File: config.mk
export PLATFORM = sky130hd
export DESIGN_NAME = apb_uart_csr_flat
export DESIGN_NICKNAME = d
export VERILOG_FILES = /design/src/rtl/apb_uart_csr_pkg.sv /design/src/rtl/apb_uart_csr_if.sv /design/src/rtl/apb_uart_csr_fifo.sv /design/src/rtl/apb_uart_csr.sv /design/src/flat_wrapper.sv
export SDC_FILE = /design/constraint.sdc
export NUM_CORES = 1
export LEC_CHECK = 0
export BUFFER_PORTS_ARGS = -buffer_cell sky130_fd_sc_hd__buf_2
export CAP_MARGIN = 20
export CORE_MARGIN = 5
export CORE_UTILIZATION = 57
export CTS_CLUSTER_DIAMETER = 50
export CTS_CLUSTER_SIZE = 25
export DETAILED_ROUTE_END_ITERATION = 6
export GPL_ROUTABILITY_DRIVEN = 0
export GPL_TIMING_DRIVEN = 0
export PLACE_DENSITY = 0.83
export RECOVER_POWER = 100
export SLEW_MARGIN = 25
export SYNTH_ARGS = -nofsm -noshare
export SYNTH_HDL_FRONTEND = slang
export SYNTH_SLANG_ARGS = --single-unit
export TNS_END_PERCENT = 10
File: constraint.sdc
create_clock -name PCLK -period 3.7 [get_ports PCLK]
set_clock_uncertainty 0.15 [all_clocks]
set_input_delay 0.74 -clock PCLK [delete_from_list [all_inputs] [get_ports PCLK]]
set_output_delay 0.74 -clock PCLK [all_outputs]
set_load 0.02 [all_outputs]
File: src/rtl/apb_uart_csr_pkg.sv
// Register map, bit indices and TX FSM states
// for the APB UART control/status block.
package apb_uart_pkg;

    localparam logic [2:0] OFF_CTRL   = 3'd0;
    localparam logic [2:0] OFF_STATUS = 3'd1;
    localparam logic [2:0] OFF_TXDATA = 3'd2;
    localparam logic [2:0] OFF_RXDATA = 3'd3;
    localparam logic [2:0] OFF_BAUDIV = 3'd4;
    localparam logic [2:0] OFF_IRQEN  = 3'd5;

    localparam int CTRL_RX_EN  = 0;
    localparam int CTRL_TX_EN  = 1;
    localparam int CTRL_TX_CLR = 2;
    localparam int CTRL_RX_CLR = 3;

    localparam int ST_TX_BUSY  = 0;
    localparam int ST_TX_FULL  = 1;
    localparam int ST_TX_EMPTY = 2;
    localparam int ST_RX_FULL  = 3;
    localparam int ST_RX_EMPTY = 4;
    localparam int ST_OVERRUN  = 5;

    localparam int IRQ_RX_NE = 0;
    localparam int IRQ_TX_E  = 1;
    localparam int IRQ_OVR   = 2;

    typedef enum logic [1:0] {
        T_IDLE  = 2'd0,
        T_START = 2'd1,
        T_WAIT  = 2'd2
    } tx_state_e;

endpackage

File: src/rtl/apb_uart_csr_if.sv
// APB3 completer bus bundle for the UART CSR block.
interface apb_uart_csr_if #(
    parameter int ADDR_W = 8,
    parameter int DATA_W = 32
);
    logic              PSEL;
    logic              PENABLE;
    logic              PWRITE;
    logic [ADDR_W-1:0] PADDR;
    logic [DATA_W-1:0] PWDATA;
    logic [DATA_W-1:0] PRDATA;
    logic              PREADY;
    logic              PSLVERR;

    modport master (
        output PSEL, PENABLE, PWRITE, PADDR, PWDATA,
        input  PRDATA, PREADY, PSLVERR
    );

    modport slave (
        input  PSEL, PENABLE, PWRITE, PADDR, PWDATA,
        output PRDATA, PREADY, PSLVERR
    );
endinterface

File: src/rtl/apb_uart_csr_fifo.sv
// Synchronous FIFO with clear; a push while full is
// accepted only when a pop completes on the same edge.
module uart_sync_fifo #(
    parameter int WIDTH = 8,
    parameter int DEPTH = 8,
    localparam int AW   = $clog2(DEPTH),
    localparam int CW   = AW + 1
) (
    input  logic             clk,
    input  logic             rst_n,
    input  logic             clr,
    input  logic             push,
    input  logic             pop,
    input  logic [WIDTH-1:0] wdata,
    output logic [WIDTH-1:0] rdata,
    output logic             full,
    output logic             empty,
    output logic [CW-1:0]    count
);
    logic [WIDTH-1:0] mem [DEPTH];
    logic [AW-1:0]    wr_ptr;
    logic [AW-1:0]    rd_ptr;
    logic             do_push;
    logic             do_pop;

    assign full    = (count == CW'(DEPTH));
    assign empty   = (count == '0);
    assign do_pop  = pop & ~empty;
    assign do_push = push & (~full | do_pop);
    assign rdata   = mem[rd_ptr];

    always_ff @(posedge clk) begin
        if (do_push & ~clr) mem[wr_ptr] <= wdata;
    end

    always_ff @(posedge clk or negedge rst_n) begin
        if (!rst_n) begin
            wr_ptr <= '0;
            rd_ptr <= '0;
            count  <= '0;
        end else if (clr) begin
            wr_ptr <= '0;
            rd_ptr <= '0;
            count  <= '0;
        end else begin
            if (do_push) wr_ptr <= wr_ptr + 1'b1;
            if (do_pop)  rd_ptr <= rd_ptr + 1'b1;
            case ({do_push, do_pop})
                2'b10:   count <= count + 1'b1;
                2'b01:   count <= count - 1'b1;
                default: count <= count;
            endcase
        end
    end
endmodule

File: src/rtl/apb_uart_csr.sv
// APB register block for a UART: control, status,
// TX/RX byte FIFOs, baud divisor and interrupt logic.
module apb_uart_csr
    import apb_uart_pkg::*;
#(
    parameter int DATA_W     = 32,
    parameter int ADDR_W     = 8,
    parameter int FIFO_DEPTH = 8,
    parameter int BAUD_W     = 16,
    parameter int BAUD_RST   = 434
) (
    input  logic              PCLK,
    input  logic              PRESETn,
    apb_uart_csr_if.slave     apb,
    output logic [7:0]        tx_data,
    output logic              tx_start,
    input  logic              tx_busy,
    input  logic              tx_done,
    input  logic [7:0]        rx_data,
    input  logic              rx_done,
    output logic              tx_en,
    output logic              rx_en,
    output logic [BAUD_W-1:0] baud_div,
    output logic              irq
);
    localparam int CW = $clog2(FIFO_DEPTH) + 1;

    tx_state_e         state;
    logic [2:0]        irq_en;
    logic              overrun;
    logic [2:0]        off;
    logic              acc, wr, err, ok;
    logic              sel_ctrl, sel_stat, sel_tx;
    logic              sel_rx, sel_baud, sel_irqen, sel_bad;
    logic              st_clr_ok;
    logic              tx_push, tx_pop, tx_clr;
    logic              rx_push, rx_pop, rx_clr, rx_hit;
    logic              tx_full, tx_empty, rx_full, rx_empty;
    logic [7:0]        tx_head, rx_head;
    logic [CW-1:0]     tx_cnt, rx_cnt;
    logic [5:0]        sts;
    logic [DATA_W-1:0] rdata;
    logic              unused_ok;

    assign acc = apb.PSEL & apb.PENABLE;
    assign wr  = apb.PWRITE;
    assign off = apb.PADDR[4:2];

    assign sel_ctrl  = (off == OFF_CTRL);
    assign sel_stat  = (off == OFF_STATUS);
    assign sel_tx    = (off == OFF_TXDATA);
    assign sel_rx    = (off == OFF_RXDATA);
    assign sel_baud  = (off == OFF_BAUDIV);
    assign sel_irqen = (off == OFF_IRQEN);
    assign sel_bad   = off[2] & off[1];

    // STATUS accepts exactly one write pattern: the overrun clear
    assign st_clr_ok = (apb.PWDATA == DATA_W'(1 << ST_OVERRUN));

    assign err = sel_bad
               | (sel_tx & ~wr)
               | (sel_rx & wr)
               | (sel_stat & wr & ~st_clr_ok)
               | (sel_tx & wr & tx_full)
               | (sel_rx & ~wr & rx_empty);
    assign ok  = acc & ~err;

    assign apb.PREADY  = acc;
    assign apb.PSLVERR = acc & err & PRESETn;
    assign apb.PRDATA  = (ok & ~wr & PRESETn) ? rdata : '0;

    assign tx_clr  = ok & wr & sel_ctrl & apb.PWDATA[CTRL_TX_CLR];
    assign rx_clr  = ok & wr & sel_ctrl & apb.PWDATA[CTRL_RX_CLR];
    assign tx_push = ok & wr & sel_tx;
    assign tx_pop  = (state == T_START);
    assign rx_pop  = ok & ~wr & sel_rx;
    assign rx_hit  = rx_done & rx_en;
    assign rx_push = rx_hit;

    assign sts = {overrun, rx_empty, rx_full,
                  tx_empty, tx_full, tx_busy};

    always_comb begin
        rdata = '0;
        unique case (1'b1)
            sel_ctrl: begin
                rdata[CTRL_RX_EN] = rx_en;
                rdata[CTRL_TX_EN] = tx_en;
            end
            sel_stat:  rdata[5:0]        = sts;
            sel_rx:    rdata[7:0]        = rx_head;
            sel_baud:  rdata[BAUD_W-1:0] = baud_div;
            sel_irqen: rdata[2:0]        = irq_en;
            default:   rdata             = '0;
        endcase
    end

    always_ff @(posedge PCLK or negedge PRESETn) begin
        if (!PRESETn) begin
            rx_en    <= 1'b0;
            tx_en    <= 1'b0;
            irq_en   <= '0;
            baud_div <= BAUD_W'(BAUD_RST);
            overrun  <= 1'b0;
            irq      <= 1'b0;
        end else begin
            if (ok & wr & sel_ctrl) begin
                rx_en <= apb.PWDATA[CTRL_RX_EN];
                tx_en <= apb.PWDATA[CTRL_TX_EN];
            end
            if (ok & wr & sel_baud)
                baud_div <= apb.PWDATA[BAUD_W-1:0];
            if (ok & wr & sel_irqen)
                irq_en <= apb.PWDATA[2:0];
            // a dropped byte outranks a same-cycle clear request
            if (rx_hit & rx_full & ~rx_pop)
                overrun <= 1'b1;
            else if (ok & wr & sel_stat)
                overrun <= 1'b0;
            irq <= |(irq_en & {overrun, tx_empty, ~rx_empty});
        end
    end

    always_ff @(posedge PCLK or negedge PRESETn) begin
        if (!PRESETn) begin
            state    <= T_IDLE;
            tx_start <= 1'b0;
            tx_data  <= '0;
        end else begin
            unique case (state)
                T_IDLE: begin
                    if (tx_en & ~tx_empty & ~tx_busy) begin
                        state    <= T_START;
                        tx_start <= 1'b1;
                        tx_data  <= tx_head;
                    end
                end
                T_START: begin
                    state    <= T_WAIT;
                    tx_start <= 1'b0;
                end
                T_WAIT: begin
                    if (tx_done) state <= T_IDLE;
                end
                default: begin
                    state    <= T_IDLE;
                    tx_start <= 1'b0;
                end
            endcase
        end
    end

    uart_sync_fifo #(.WIDTH(8), .DEPTH(FIFO_DEPTH)) u_tx_fifo (
        .clk   (PCLK),
        .rst_n (PRESETn),
        .clr   (tx_clr),
        .push  (tx_push),
        .pop   (tx_pop),
        .wdata (apb.PWDATA[7:0]),
        .rdata (tx_head),
        .full  (tx_full),
        .empty (tx_empty),
        .count (tx_cnt)
    );

    uart_sync_fifo #(.WIDTH(8), .DEPTH(FIFO_DEPTH)) u_rx_fifo (
        .clk   (PCLK),
        .rst_n (PRESETn),
        .clr   (rx_clr),
        .push  (rx_push),
        .pop   (rx_pop),
        .wdata (rx_data),
        .rdata (rx_head),
        .full  (rx_full),
        .empty (rx_empty),
        .count (rx_cnt)
    );

    assign unused_ok = ^{apb.PADDR, apb.PWDATA, tx_cnt, rx_cnt};
endmodule

File: src/flat_wrapper.sv
// flat-port wrapper written by rule: the top's interface ports become plain ports
module apb_uart_csr_flat import apb_uart_pkg::*;
#(
    parameter int DATA_W     = 32,
    parameter int ADDR_W     = 8,
    parameter int FIFO_DEPTH = 8,
    parameter int BAUD_W     = 16,
    parameter int BAUD_RST   = 434
)
  (PCLK, PRESETn, tx_data, tx_start, tx_busy, tx_done, rx_data, rx_done, tx_en, rx_en, baud_div, irq, apb_PSEL, apb_PENABLE, apb_PWRITE, apb_PADDR, apb_PWDATA, apb_PRDATA, apb_PREADY, apb_PSLVERR);
  apb_uart_csr_if #(.ADDR_W(ADDR_W), .DATA_W(DATA_W)) apb_i ();
  input  logic PCLK;
  input  logic PRESETn;
  output logic [7:0] tx_data;
  output logic tx_start;
  input  logic tx_busy;
  input  logic tx_done;
  input  logic [7:0] rx_data;
  input  logic rx_done;
  output logic tx_en;
  output logic rx_en;
  output logic [BAUD_W-1:0] baud_div;
  output logic irq;
  input wire logic [$bits(apb_i.PSEL)-1:0] apb_PSEL;
  input wire logic [$bits(apb_i.PENABLE)-1:0] apb_PENABLE;
  input wire logic [$bits(apb_i.PWRITE)-1:0] apb_PWRITE;
  input wire logic [$bits(apb_i.PADDR)-1:0] apb_PADDR;
  input wire logic [$bits(apb_i.PWDATA)-1:0] apb_PWDATA;
  output wire logic [$bits(apb_i.PRDATA)-1:0] apb_PRDATA;
  output wire logic [$bits(apb_i.PREADY)-1:0] apb_PREADY;
  output wire logic [$bits(apb_i.PSLVERR)-1:0] apb_PSLVERR;
  assign apb_i.PSEL = apb_PSEL;
  assign apb_i.PENABLE = apb_PENABLE;
  assign apb_i.PWRITE = apb_PWRITE;
  assign apb_i.PADDR = apb_PADDR;
  assign apb_i.PWDATA = apb_PWDATA;
  assign apb_PRDATA = apb_i.PRDATA;
  assign apb_PREADY = apb_i.PREADY;
  assign apb_PSLVERR = apb_i.PSLVERR;
  apb_uart_csr #(.DATA_W(DATA_W), .ADDR_W(ADDR_W), .FIFO_DEPTH(FIFO_DEPTH), .BAUD_W(BAUD_W), .BAUD_RST(BAUD_RST)) u_core (.PCLK(PCLK), .PRESETn(PRESETn), .apb(apb_i), .tx_data(tx_data), .tx_start(tx_start), .tx_busy(tx_busy), .tx_done(tx_done), .rx_data(rx_data), .rx_done(rx_done), .tx_en(tx_en), .rx_en(rx_en), .baud_div(baud_div), .irq(irq));
endmodule
==> results of run 1 <==
-- cells by family (layout without fill, tap and decap cells) --
logic type	after synthesis	in the layout
buf+inv	50	177
compound gates	57	57
xor+xnor	8	8
fa+ha+maj	12	12
simple gates	118	118
other cells	1	16
mux	75	75
flops	182	182
-- layout make-up --
type                       count  area [um^2]
timing repair buffer          95          414
clock buffer                  17          425
inverter                       9         33.8
fill                         973         4570
clock inverter                15          183
buffer                        41          243
multi-input combinational    286         2480
sequential                   182         5200
tap                          180          225
-- per-stage QoR --
stage / hold slack (ns) / setup TNS [ns] / setup slack (ns) / instance area [um^2]
2_1_floorplan: 0.294 / 0 / 0.592 / 7990
3_3_place_gp: 0.307 / -4.37 / -0.312 / 8690
3_5_place_dp: 0.316 / 0 / 0.0475 / 8730
4_1_cts: 0.229 / 0 / 0.0434 / 9340
5_1_grt: 0.151 / 0 / 0.0392 / 9210
6_report: 0.123 / 0 / 0.214 / 9210
-- power groups by stage --
stage               clock, mW  sequential, mW  combinational [mW]
floorplan                   0            2.69               0.928
global route             1.96            2.61                1.55
CTS                      1.86            2.58                1.46
finish                   1.84            2.58                1.40
global placement            0            2.60                1.38
detailed placement          0            2.62                1.44
-- registers in the layout (all words and copies together), names as in the netlist, 4 cells and up --
name / cells
u_core.u_tx_fifo.count: 4
u_core.baud_div: 16
u_core.tx_data: 8
u_core.u_rx_fifo.count: 4
u_core.u_rx_fifo.mem: 64
u_core.u_tx_fifo.mem: 64
-- critical path: stages (launching register included) --
cell and delay [ns]:
sky130_fd_sc_hd__dfrtp_1 0.36, sky130_fd_sc_hd__clkbuf_1 0.45, sky130_fd_sc_hd__clkbuf_2 0.42, sky130_fd_sc_hd__mux4_2 0.36, sky130_fd_sc_hd__mux2i_1 0.23, sky130_fd_sc_hd__o32ai_1 0.16, sky130_fd_sc_hd__clkbuf_2 0.19
-- final timing paths --
check,startpoint,endpoint,slack (ns),cells past startpoint
hold / removal,PRESETn,u_core.tx_data[7],0.12,1
setup reg to reg,u_core.u_rx_fifo.count[1],u_core.u_rx_fifo.count[3],0.31,9
setup / recovery,u_core.u_rx_fifo.rd_ptr[1],apb_PRDATA[1],0.21,6
hold reg to reg,u_core.tx_data[5],u_core.tx_data[5],0.33,2
max in group asynchronous,PRESETn,u_core.baud_div[4],2.89,1
min in group PCLK,u_core.tx_data[5],u_core.tx_data[5],0.33,2
-- cell usage in the layout (no fill, tap or decap), drive strengths merged, types with 3 or more instances in the layout --
cell type | netlist | layout
ha | 11 | 11
nand2b | 8 | 8
conb | 1 | 16
dfrtp | 49 | 49
o22ai | 6 | 6
nand3 | 9 | 9
o21ai | 18 | 18
edfxtp | 128 | 128
clkbuf | 10 | 92
and2 | 11 | 11
or4 | 5 | 5
a22oi | 3 | 3
mux4 | 33 | 33
mux2 | 21 | 21
nand2 | 25 | 25
and3 | 5 | 5
nand4 | 3 | 3
nor3 | 7 | 7
xor2 | 3 | 3
nor4 | 12 | 12
nor2 | 22 | 22
a21oi | 9 | 9
clkinv | 1 | 5
mux2i | 21 | 21
inv | 8 | 17
xnor2 | 5 | 5
dfstp | 5 | 5
buf | 31 | 61
o31ai | 4 | 4
-- per-layer routing --
layer / global-route usage (%) / vias up
met5: 0 / -
met2: 39.2 / 188
met1: 27.2 / 2451
met4: 8.86 / 0
li1: - / 2188
met3: 4.17 / 34
-- what timing repair did --
item,4_1_cts,5_1_grt
resized for setup,1,2
setup endpoints to repair,2,16
buffers inserted,0,0
==> impl_metrics.env, run 1 <==
export IMPL_antennaDiodeCount=0
export IMPL_yosys_area_top_type_share_pct=48.4
export IMPL_synth_async_reset_ratio_pct=29.7
export IMPL_chipHeight_um=128
export IMPL_cts_reportedPaths_clkPinSlew_ns=0.07
export IMPL_drv_max_cap_violation_count=0
export IMPL_remaining_drc_errors=0
export IMPL_status="finished clean"
export IMPL_top_layer_used="met4"
export IMPL_maxClockFrequency_mhz=287
export IMPL_synth_commonest_cells="sky130_fd_sc_hd__edfxtp_1, sky130_fd_sc_hd__dfrtp_1, sky130_fd_sc_hd__mux4_2"
export IMPL_worstSetupEndpointType="output port"
export IMPL_clock_tree_root_cell="sky130_fd_sc_hd__clkbuf_16"
export IMPL_p_leak_nw=3.42
export IMPL_crit_path_start_kind="register"
export IMPL_placeableCoreArea_um2=13800
export IMPL_insertion_delay_ns=0.43
export IMPL_worst_slew_pin_transition_ns=1.39
export IMPL_fraction_of_power_consumed_by_combinational_cells_pct=24.1
export IMPL_clockBufferDepth=2
export IMPL_routed_via_density=5.89
export IMPL_first_global_vias=5029
export IMPL_hold_viol_final=0
export IMPL_vias=4861
export IMPL_die_area_um2=16400
export IMPL_worst_path_max_fanout=10
export IMPL_drt_total_wl_um=17000
export IMPL_drt_pre_antenna_iters=7
export IMPL_power_share_switching_pct=30.4
export IMPL_postLayoutCoreUtil_pct=66.9
export IMPL_grt_max_degree=57
export IMPL_yosys_mux_area_fraction_pct=15.0
export IMPL_synth_area_top_cells="sky130_fd_sc_hd__edfxtp_1, sky130_fd_sc_hd__dfrtp_1, sky130_fd_sc_hd__mux4_2"
export IMPL_met1Wirelength_um=6410
export IMPL_synth_largest_area_cell="sky130_fd_sc_hd__edfxtp_1"
export IMPL_ys_ff_latch=182
export IMPL_setup_violations_final=0
export IMPL_post_synth_xor_area_fraction_pct=0.883
export IMPL_dominantRegCellSynth="sky130_fd_sc_hd__edfxtp_1"
export IMPL_synth_compound_area_share_pct=4.59
export IMPL_drive_above_1_share_pct=25.1
export IMPL_flow_area_growth_from_synthesis_pct=16.0
export IMPL_syn_instance_count=503
export IMPL_setup_worst_path_class="register to output port"
export IMPL_design_power_total_mw=5.83
export IMPL_dr_wl_met2_um=9160
export IMPL_powerDensity_nw_per_um2=633
export IMPL_met3_wirelength_um=1040
export IMPL_detail_route_wl_per_cell_um=20.7
export IMPL_cts_max_level=4
export IMPL_ctsHoldBuffers=0
export IMPL_top_level_ports=118
export IMPL_std_cell_rows=43
export IMPL_port_buffers=94
export IMPL_cts_made_buffers=17
export IMPL_final_period_utilization_pct=94.2
export IMPL_rsz0062_at_grt="no"
export IMPL_initial_utilization_pct=57.6
export IMPL_cp_required_ns=2.81
export IMPL_grt_overflow=0
export IMPL_grt_pass1_wl_um=27500
export IMPL_cts_sinks=182
export IMPL_finalNonFillerCells=825
export IMPL_hold_path_class="input port to async pin"
export IMPL_worst_endpoint_arrival_ns=2.60
export IMPL_dp_final_hpwl_um=12000
export IMPL_worst_ir_drop_vdd_uv=366
export IMPL_synth_simple_gate_area_share_pct=8.20
export IMPL_seqPwrFrac_pct=44.3
export IMPL_slew_headroom_pct=6.78
export IMPL_sequential_element_share_of_the_synthesized_area_pct=65.5
export IMPL_synth_edf_count=128
export IMPL_synthAdderAreaFrac_pct=1.99
export IMPL_grt_antenna_before_repair=0
export IMPL_synth_lib_cells_used_distinct=59
export IMPL_ys_warn_count=0
export IMPL_starting_drc_count_in_detailed_routing=357
export IMPL_synth_most_common_cell="sky130_fd_sc_hd__edfxtp_1"
export IMPL_pwr_share_clk_pct=31.6
export IMPL_syn_mean_instance_area_um2=15.8
export IMPL_post_route_min_period_ns=3.49
export IMPL_ant_nets=0
export IMPL_p_switching_mw=1.77
export IMPL_p_int_mw=4.06
export IMPL_cts_tree="built"
export IMPL_grt_util_all_layers_pct=22.3
export IMPL_report_final_slew_viol_count=0
export IMPL_place_detailed_instances=793
export IMPL_synth_top_family_by_area="multiplexers"
export IMPL_final_nets=700
export IMPL_die_width_um=128
export IMPL_post_synth_instance_area_um2=7940
Power figures use the tool's default switching activity.
==> run 2, diff against run 1 <==
- PLACE_DENSITY: 0.83 -> 0.82
==> run 2 against run 1 <==
Against the previous run:
- via count shrank 0.12%
- fmax decreased by 2.4%
- clock power decreased by 8%
- largest power group unchanged
- sequential power hardly changed
- routed wire length grew 1.2%
- sequential share of layout area rose by 0.37 points
- utilization decreased by 0.44 points
- the run now ends with max-capacitance violations, max-slew violations left
==> impl_metrics.env, run 2 (synthesis gave the netlist of run 1 again) <==
export IMPL_hold_viol_final=0
export IMPL_report_final_slew_viol_count=9
export IMPL_critPathMaxStageDelay_ns=0.54
export IMPL_design_power_total_mw=5.67
export IMPL_nFillCells=981
export IMPL_failing_checks="max-capacitance violations, max-slew violations"
export IMPL_status="complete, but fails checks"
export IMPL_clockBufferDepth=2
export IMPL_crit_top_cell="sky130_fd_sc_hd__clkbuf_1"
export IMPL_worst_endpoint_arrival_ns=2.68
export IMPL_std_cell_rows=43
export IMPL_critical_path_cell_by_cell="clkbuf_1 > clkbuf_1 > mux4_2 > mux2i_1 > o22ai_1 > clkbuf_2"
export IMPL_pwr_share_clk_pct=29.8
export IMPL_starting_drc_count_in_detailed_routing=403
export IMPL_ant_nets=0
export IMPL_layout_cell_area_non_filler_um2=9150
export IMPL_cts_tree="built"
export IMPL_chipHeight_um=128
export IMPL_grt_pass1_wl_um=27100
export IMPL_final_nets=700
export IMPL_worst_ir_drop_vdd_uv=487
export IMPL_top_level_ports=118
export IMPL_p_leak_nw=3.37
export IMPL_drive_above_1_share_pct=23.6
export IMPL_grt_util_all_layers_pct=22.2
export IMPL_die_area_um2=16400
export IMPL_slew_headroom_pct=-3.98
export IMPL_post_route_min_period_ns=3.57
export IMPL_port_buffers=94
export IMPL_crit_path_start_kind="register"
export IMPL_placeableCoreArea_um2=13800
export IMPL_drt_total_wl_um=17200
export IMPL_rsz0062_at_grt="no"
export IMPL_worst_slew_pin_transition_ns=1.55
export IMPL_dp_final_hpwl_um=12200
export IMPL_cts_sinks=182
export IMPL_powerDensity_nw_per_um2=620
export IMPL_final_period_utilization_pct=96.6
export IMPL_flow_area_growth_from_synthesis_pct=15.3
export IMPL_grt_max_degree=57
export IMPL_grt_met3_usage_pct=4.50
export IMPL_fraction_of_power_consumed_by_combinational_cells_pct=24.7
export IMPL_remaining_drc_errors=0
export IMPL_die_width_um=128
export IMPL_p_switching_mw=1.65
export IMPL_cts_made_buffers=17
export IMPL_first_global_vias=5071
export IMPL_multi_input_area_um2=2480
export IMPL_setup_worst_path_class="register to output port"
export IMPL_worstSetupEndpointType="output port"
export IMPL_gr_max_usage_layer="met2"
export IMPL_routed_via_density=5.88
export IMPL_critical_path_slowest_cell="sky130_fd_sc_hd__clkbuf_1"
export IMPL_vias=4855
export IMPL_setup_violations_final=0
export IMPL_reg_top3="u_core.u_rx_fifo.mem x64, u_core.u_tx_fifo.mem x64, u_core.baud_div x16"
export IMPL_sequential_cell_area_um2=5200
export IMPL_detail_route_wl_per_cell_um=20.9
export IMPL_antennaDiodeCount=0
export IMPL_cp_required_ns=2.81
export IMPL_cts_reportedPaths_clkPinSlew_ns=0.06
export IMPL_maxClockFrequency_mhz=280
export IMPL_power_share_switching_pct=29.1
export IMPL_most_frequent_standard_cell_in_the_layout_excluding_fill_and_tap_cells="sky130_fd_sc_hd__edfxtp_1"
export IMPL_drt_pre_antenna_iters=5
export IMPL_grt_overflow=0
export IMPL_most_used_cells_in_the_layout_excluding_fill_and_tap_cells="sky130_fd_sc_hd__edfxtp_1, sky130_fd_sc_hd__clkbuf_1, sky130_fd_sc_hd__dfrtp_1"
export IMPL_p_int_mw=4.02
export IMPL_seqPwrFrac_pct=45.5
export IMPL_grt_antenna_before_repair=0
export IMPL_hold_path_class="input port to async pin"
export IMPL_grtUsageMet1_pct=27.4
export IMPL_drv_max_cap_violation_count=1
export IMPL_ctsHoldBuffers=0
export IMPL_grt_use_met2_pct=37.9
export IMPL_initial_utilization_pct=57.6
export IMPL_instance_area_after_placement_um2=8730
export IMPL_cts_max_level=4
export IMPL_worst_path_max_fanout=10
export IMPL_insertion_delay_ns=0.43
export IMPL_clock_tree_root_cell="sky130_fd_sc_hd__clkbuf_16"
==> run 2: through the flow <==
stage | util, % | setup TNS (ns) | hold slack [ns] | cells | worst slack [ns]
6_report | 66.4 | 0 | 0.115 | 825 | 0.128
5_1_grt | 66.4 | 0 | 0.153 | 825 | 0.0346
4_1_cts | 67.4 | 0 | 0.229 | 825 | 0.0705
3_5_place_dp | 63.4 | 0 | 0.323 | 793 | 0.0815
3_3_place_gp | 63.1 | -3.88 | 0.309 | 792 | -0.294
2_1_floorplan | - | 0 | 0.294 | 518 | 0.592
==> run 2: worst paths after layout <==
path	from	endpoint	slack, ns	depth (start not counted)
hold reg to reg	u_core.tx_data[6]	u_core.tx_data[6]	0.34	2
hold / removal	PRESETn	u_core.tx_start	0.12	1
min in group PCLK	u_core.tx_data[6]	u_core.tx_data[6]	0.34	2
setup reg to reg	u_core.u_rx_fifo.count[1]	u_core.u_rx_fifo.count[3]	0.37	9
max in group asynchronous	PRESETn	u_core.baud_div[8]	2.89	1
setup / recovery	u_core.u_rx_fifo.rd_ptr[1]	apb_PRDATA[3]	0.13	6
==> run 2: critical path, delay by kind of cell, from the launching register on <==
| family | cells | cell delay [ns] |
|---|---|---|
| compound gates | 1 | 0.16 |
| flops | 1 | 0.38 |
| buf+inv | 3 | 1.11 |
| mux | 2 | 0.60 |
==> run 2: area by class of cell <==
type / count / area share, %
Clock inverter: 4 / 0.520
Buffer: 41 / 2.61
Timing Repair Buffer: 95 / 4.50
Multi-Input combinational cell: 286 / 27.1
Clock buffer: 28 / 5.54
Inverter: 9 / 0.369
Sequential cell: 182 / 56.9
Tap cell: 180 / 2.46
==> run 2: layer usage <==
metal / wire length (um) / vias to the layer above / share of wire (%)
met1: 6660 / 2458 / 39
met3: 1020 / 39 / 5.9
li1: - / 2181 / -
met4: 453 / 0 / 2.6
met2: 9110 / 177 / 53
met5: 0 / - / 0
==> run 2: power by group through the flow <==
stage,registers (mW),logic [mW],clock network (mW)
final,2.58,1.40,1.69
after global routing,2.61,1.53,1.82
after CTS,2.58,1.45,1.72
after detailed placement,2.62,1.44,0
after global placement,2.60,1.38,0
after floorplan,2.69,0.928,0
==> run 2: timing repair <==
| action | CTS | global route |
|---|---|---|
| resized for setup | 0 | 1 |
| buffers inserted | 0 | 0 |
| endpoints found under the setup margin | 0 | 16 |
==> run 3, diff against run 2 <==
- CORE_UTILIZATION: 57 -> 51
- PLACE_DENSITY: 0.82 -> 0.77
- SKIP_CTS_REPAIR_TIMING: default -> 1
- clock period: 3.7 -> 2.95 ns (I/O delays scaled with it)
==> run 3 against run 2 <==
Against the previous run:
- the flow finishes with violations (negative setup slack)
- die area grew 11%
- critical path depth grew 1
- final area grew 4.3%
- sequential share of layout area shrank 2.3 points
- worst setup slack lost 0.13 ns
- sequential power grew 28%
- clock-buffer cell count shrank 9
- routed wire length grew 3.0%
- hold slack gained 0.088 ns
- critical endpoint is now apb_PRDATA[0]
- largest power group unchanged
==> impl_metrics.env, run 3 (synthesis gave the netlist of run 1 again) <==
export IMPL_setup_violations_final=1
export IMPL_worstSetupEndpointType="output port"
export IMPL_drive_above_1_share_pct=36.2
export IMPL_seqPwrFrac_pct=44.9
export IMPL_drt_total_wl_um=17800
export IMPL_worst_path_max_fanout=8
export IMPL_cp_required_ns=2.21
export IMPL_worst_hold_path_num_cells=2
export IMPL_design_power_total_mw=7.33
export IMPL_insertion_delay_ns=0.43
export IMPL_detail_route_wl_per_cell_um=20.5
export IMPL_p_switching_mw=2.27
export IMPL_grt_pass1_wl_um=26800
export IMPL_antennaDiodeCount=0
export IMPL_failing_checks="negative setup slack"
export IMPL_powerDensity_nw_per_um2=768
export IMPL_drv_max_cap_violation_count=0
export IMPL_r2r_cells=9
export IMPL_grt_max_degree=57
export IMPL_final_setup_tns_ns=-0.0000260
export IMPL_pwr_share_clk_pct=28.0
export IMPL_min_delay_worst_endpoint="u_core.state[1]"
export IMPL_cts_reportedPaths_clkPinSlew_ns=0.07
export IMPL_slew_headroom_pct=39.0
export IMPL_most_used_cells_in_the_layout_excluding_fill_and_tap_cells="sky130_fd_sc_hd__edfxtp_1, sky130_fd_sc_hd__buf_2, sky130_fd_sc_hd__dfrtp_1"
export IMPL_hold_path_class="input port to register"
export IMPL_fraction_of_power_consumed_by_combinational_cells_pct=27.1
export IMPL_hold_viol_final=0
export IMPL_hold_ws_ns=0.203
export IMPL_worst_ir_drop_vdd_uv=428
export IMPL_status="complete, but fails checks"
export IMPL_place_detailed_instances=824
export IMPL_cts_sinks=182
export IMPL_grt_overflow=0
export IMPL_starting_drc_count_in_detailed_routing=334
export IMPL_std_cell_rows=45
export IMPL_chipHeight_um=135
export IMPL_report_final_slew_viol_count=0
export IMPL_final_nets=712
export IMPL_dp_final_hpwl_um=12200
export IMPL_rsz0062_at_grt="yes"
export IMPL_initial_utilization_pct=52.0
export IMPL_nFillCells=1093
export IMPL_final_period_utilization_pct=100
export IMPL_flow_area_growth_from_synthesis_pct=20.2
export IMPL_grt_util_all_layers_pct=19.5
export IMPL_post_route_min_period_ns=2.95
export IMPL_setup_reg_to_reg_worst_slack_ns=0.13
export IMPL_most_frequent_standard_cell_in_the_layout_excluding_fill_and_tap_cells="sky130_fd_sc_hd__edfxtp_1"
export IMPL_reg2reg_from="u_core.u_tx_fifo.count[1]"
export IMPL_first_global_vias=4992
export IMPL_cts_max_level=4
export IMPL_finalNonFillerCells=868
export IMPL_maxClockFrequency_mhz=339
export IMPL_power_share_switching_pct=31.0
export IMPL_p_int_mw=5.06
export IMPL_setup_worst_path_class="input port to output port"
export IMPL_clockBufferDepth=2
export IMPL_r2r_end="u_core.u_tx_fifo.count[3]"
export IMPL_top_level_ports=118
export IMPL_die_area_um2=18200
export IMPL_critPathLaunch="apb_PADDR[4]"
export IMPL_die_width_um=135
export IMPL_worst_slew_pin_transition_ns=0.911
export IMPL_crit_path_start_kind="input port"
export IMPL_routed_via_density=5.67
export IMPL_grt_antenna_before_repair=0
export IMPL_cts_made_buffers=17
export IMPL_launch_point_of_the_worst_hold_path="tx_done"
export IMPL_port_buffers=94
export IMPL_p_leak_nw=3.63
export IMPL_placeableCoreArea_um2=15300
export IMPL_drt_pre_antenna_iters=5
export IMPL_cts_tree="built"
export IMPL_layout_setup_ws_ns=-0.0000260
export IMPL_remaining_drc_errors=0
export IMPL_vias=4919
export IMPL_worst_endpoint_arrival_ns=2.21
export IMPL_ant_nets=0
export IMPL_clock_tree_root_cell="sky130_fd_sc_hd__clkbuf_16"
export IMPL_reg_top3="u_core.u_rx_fifo.mem x64, u_core.u_tx_fifo.mem x64, u_core.baud_div x16"
[run 3: cell types whose count changed in the layout (fill, tap and decap cells not counted), sizes merged]
| cell | delta |
|---|---|
| clkinv | +3 |
| inv | +5 |
| bufinv | -1 |
| buf | +56 |
| dlygate4sd3 | +3 |
| clkbuf | -56 |
| clkinvlp | +2 |
[run 3: worst max-delay path by stage]
stage	endpoint
6_report	apb_PRDATA[0]
5_1_grt	apb_PRDATA[0]
4_1_cts	apb_PRDATA[5]
3_5_place_dp	u_core.u_tx_fifo.count[3]
3_3_place_gp	apb_PRDATA[1]
2_1_floorplan	u_core.u_rx_fifo.count[3]
[run 3: power groups by stage]
stage | clock network (mW) | registers [mW] | logic, mW
after floorplan | 0 | 3.38 | 1.16
after global routing | 2.19 | 3.32 | 2.16
after detailed placement | 0 | 3.30 | 1.81
after global placement | 0 | 3.26 | 1.75
after CTS | 2.07 | 3.25 | 1.82
final | 2.05 | 3.29 | 1.99
[run 3: critical path, cell delays in order]
cell                      delay, ns
sky130_fd_sc_hd__buf_2         0.13
sky130_fd_sc_hd__and2b_1       0.19
sky130_fd_sc_hd__buf_2         0.17
sky130_fd_sc_hd__nand2_1       0.09
sky130_fd_sc_hd__or4_4         0.59
sky130_fd_sc_hd__o22ai_1       0.22
sky130_fd_sc_hd__buf_2         0.22
[run 3: area by class of cell]
type / instances / area (um^2) / share of cell area (%)
buffer: 38 / 283 / 2.96
clock buffer: 19 / 433 / 4.54
clock inverter: 13 / 97.6 / 1.02
inverter: 9 / 37.5 / 0.393
multi-input combinational: 286 / 2620 / 27.5
sequential: 182 / 5210 / 54.6
tap: 211 / 264 / 2.77
timing repair buffer: 110 / 594 / 6.23
[run 3: per-stage QoR]
stage	setup slack, ns	area, um^2	utilization, %
floorplan	0.0522	7990	-
global placement	-0.787	8730	57.2
detailed placement	-0.488	8770	57.5
CTS	-0.563	9300	60.9
global route	-0.0508	9540	62.5
finish	-0.0000260	9540	62.5
[run 3: per-layer routing]
metal	global-route usage [%]	part of all wire, %	vias up
met4	5.60	1.0	0
met3	5.55	9.2	20
met5	0	0	-
met1	26.5	42	2447
met2	30.9	48	248
li1	-	-	2204
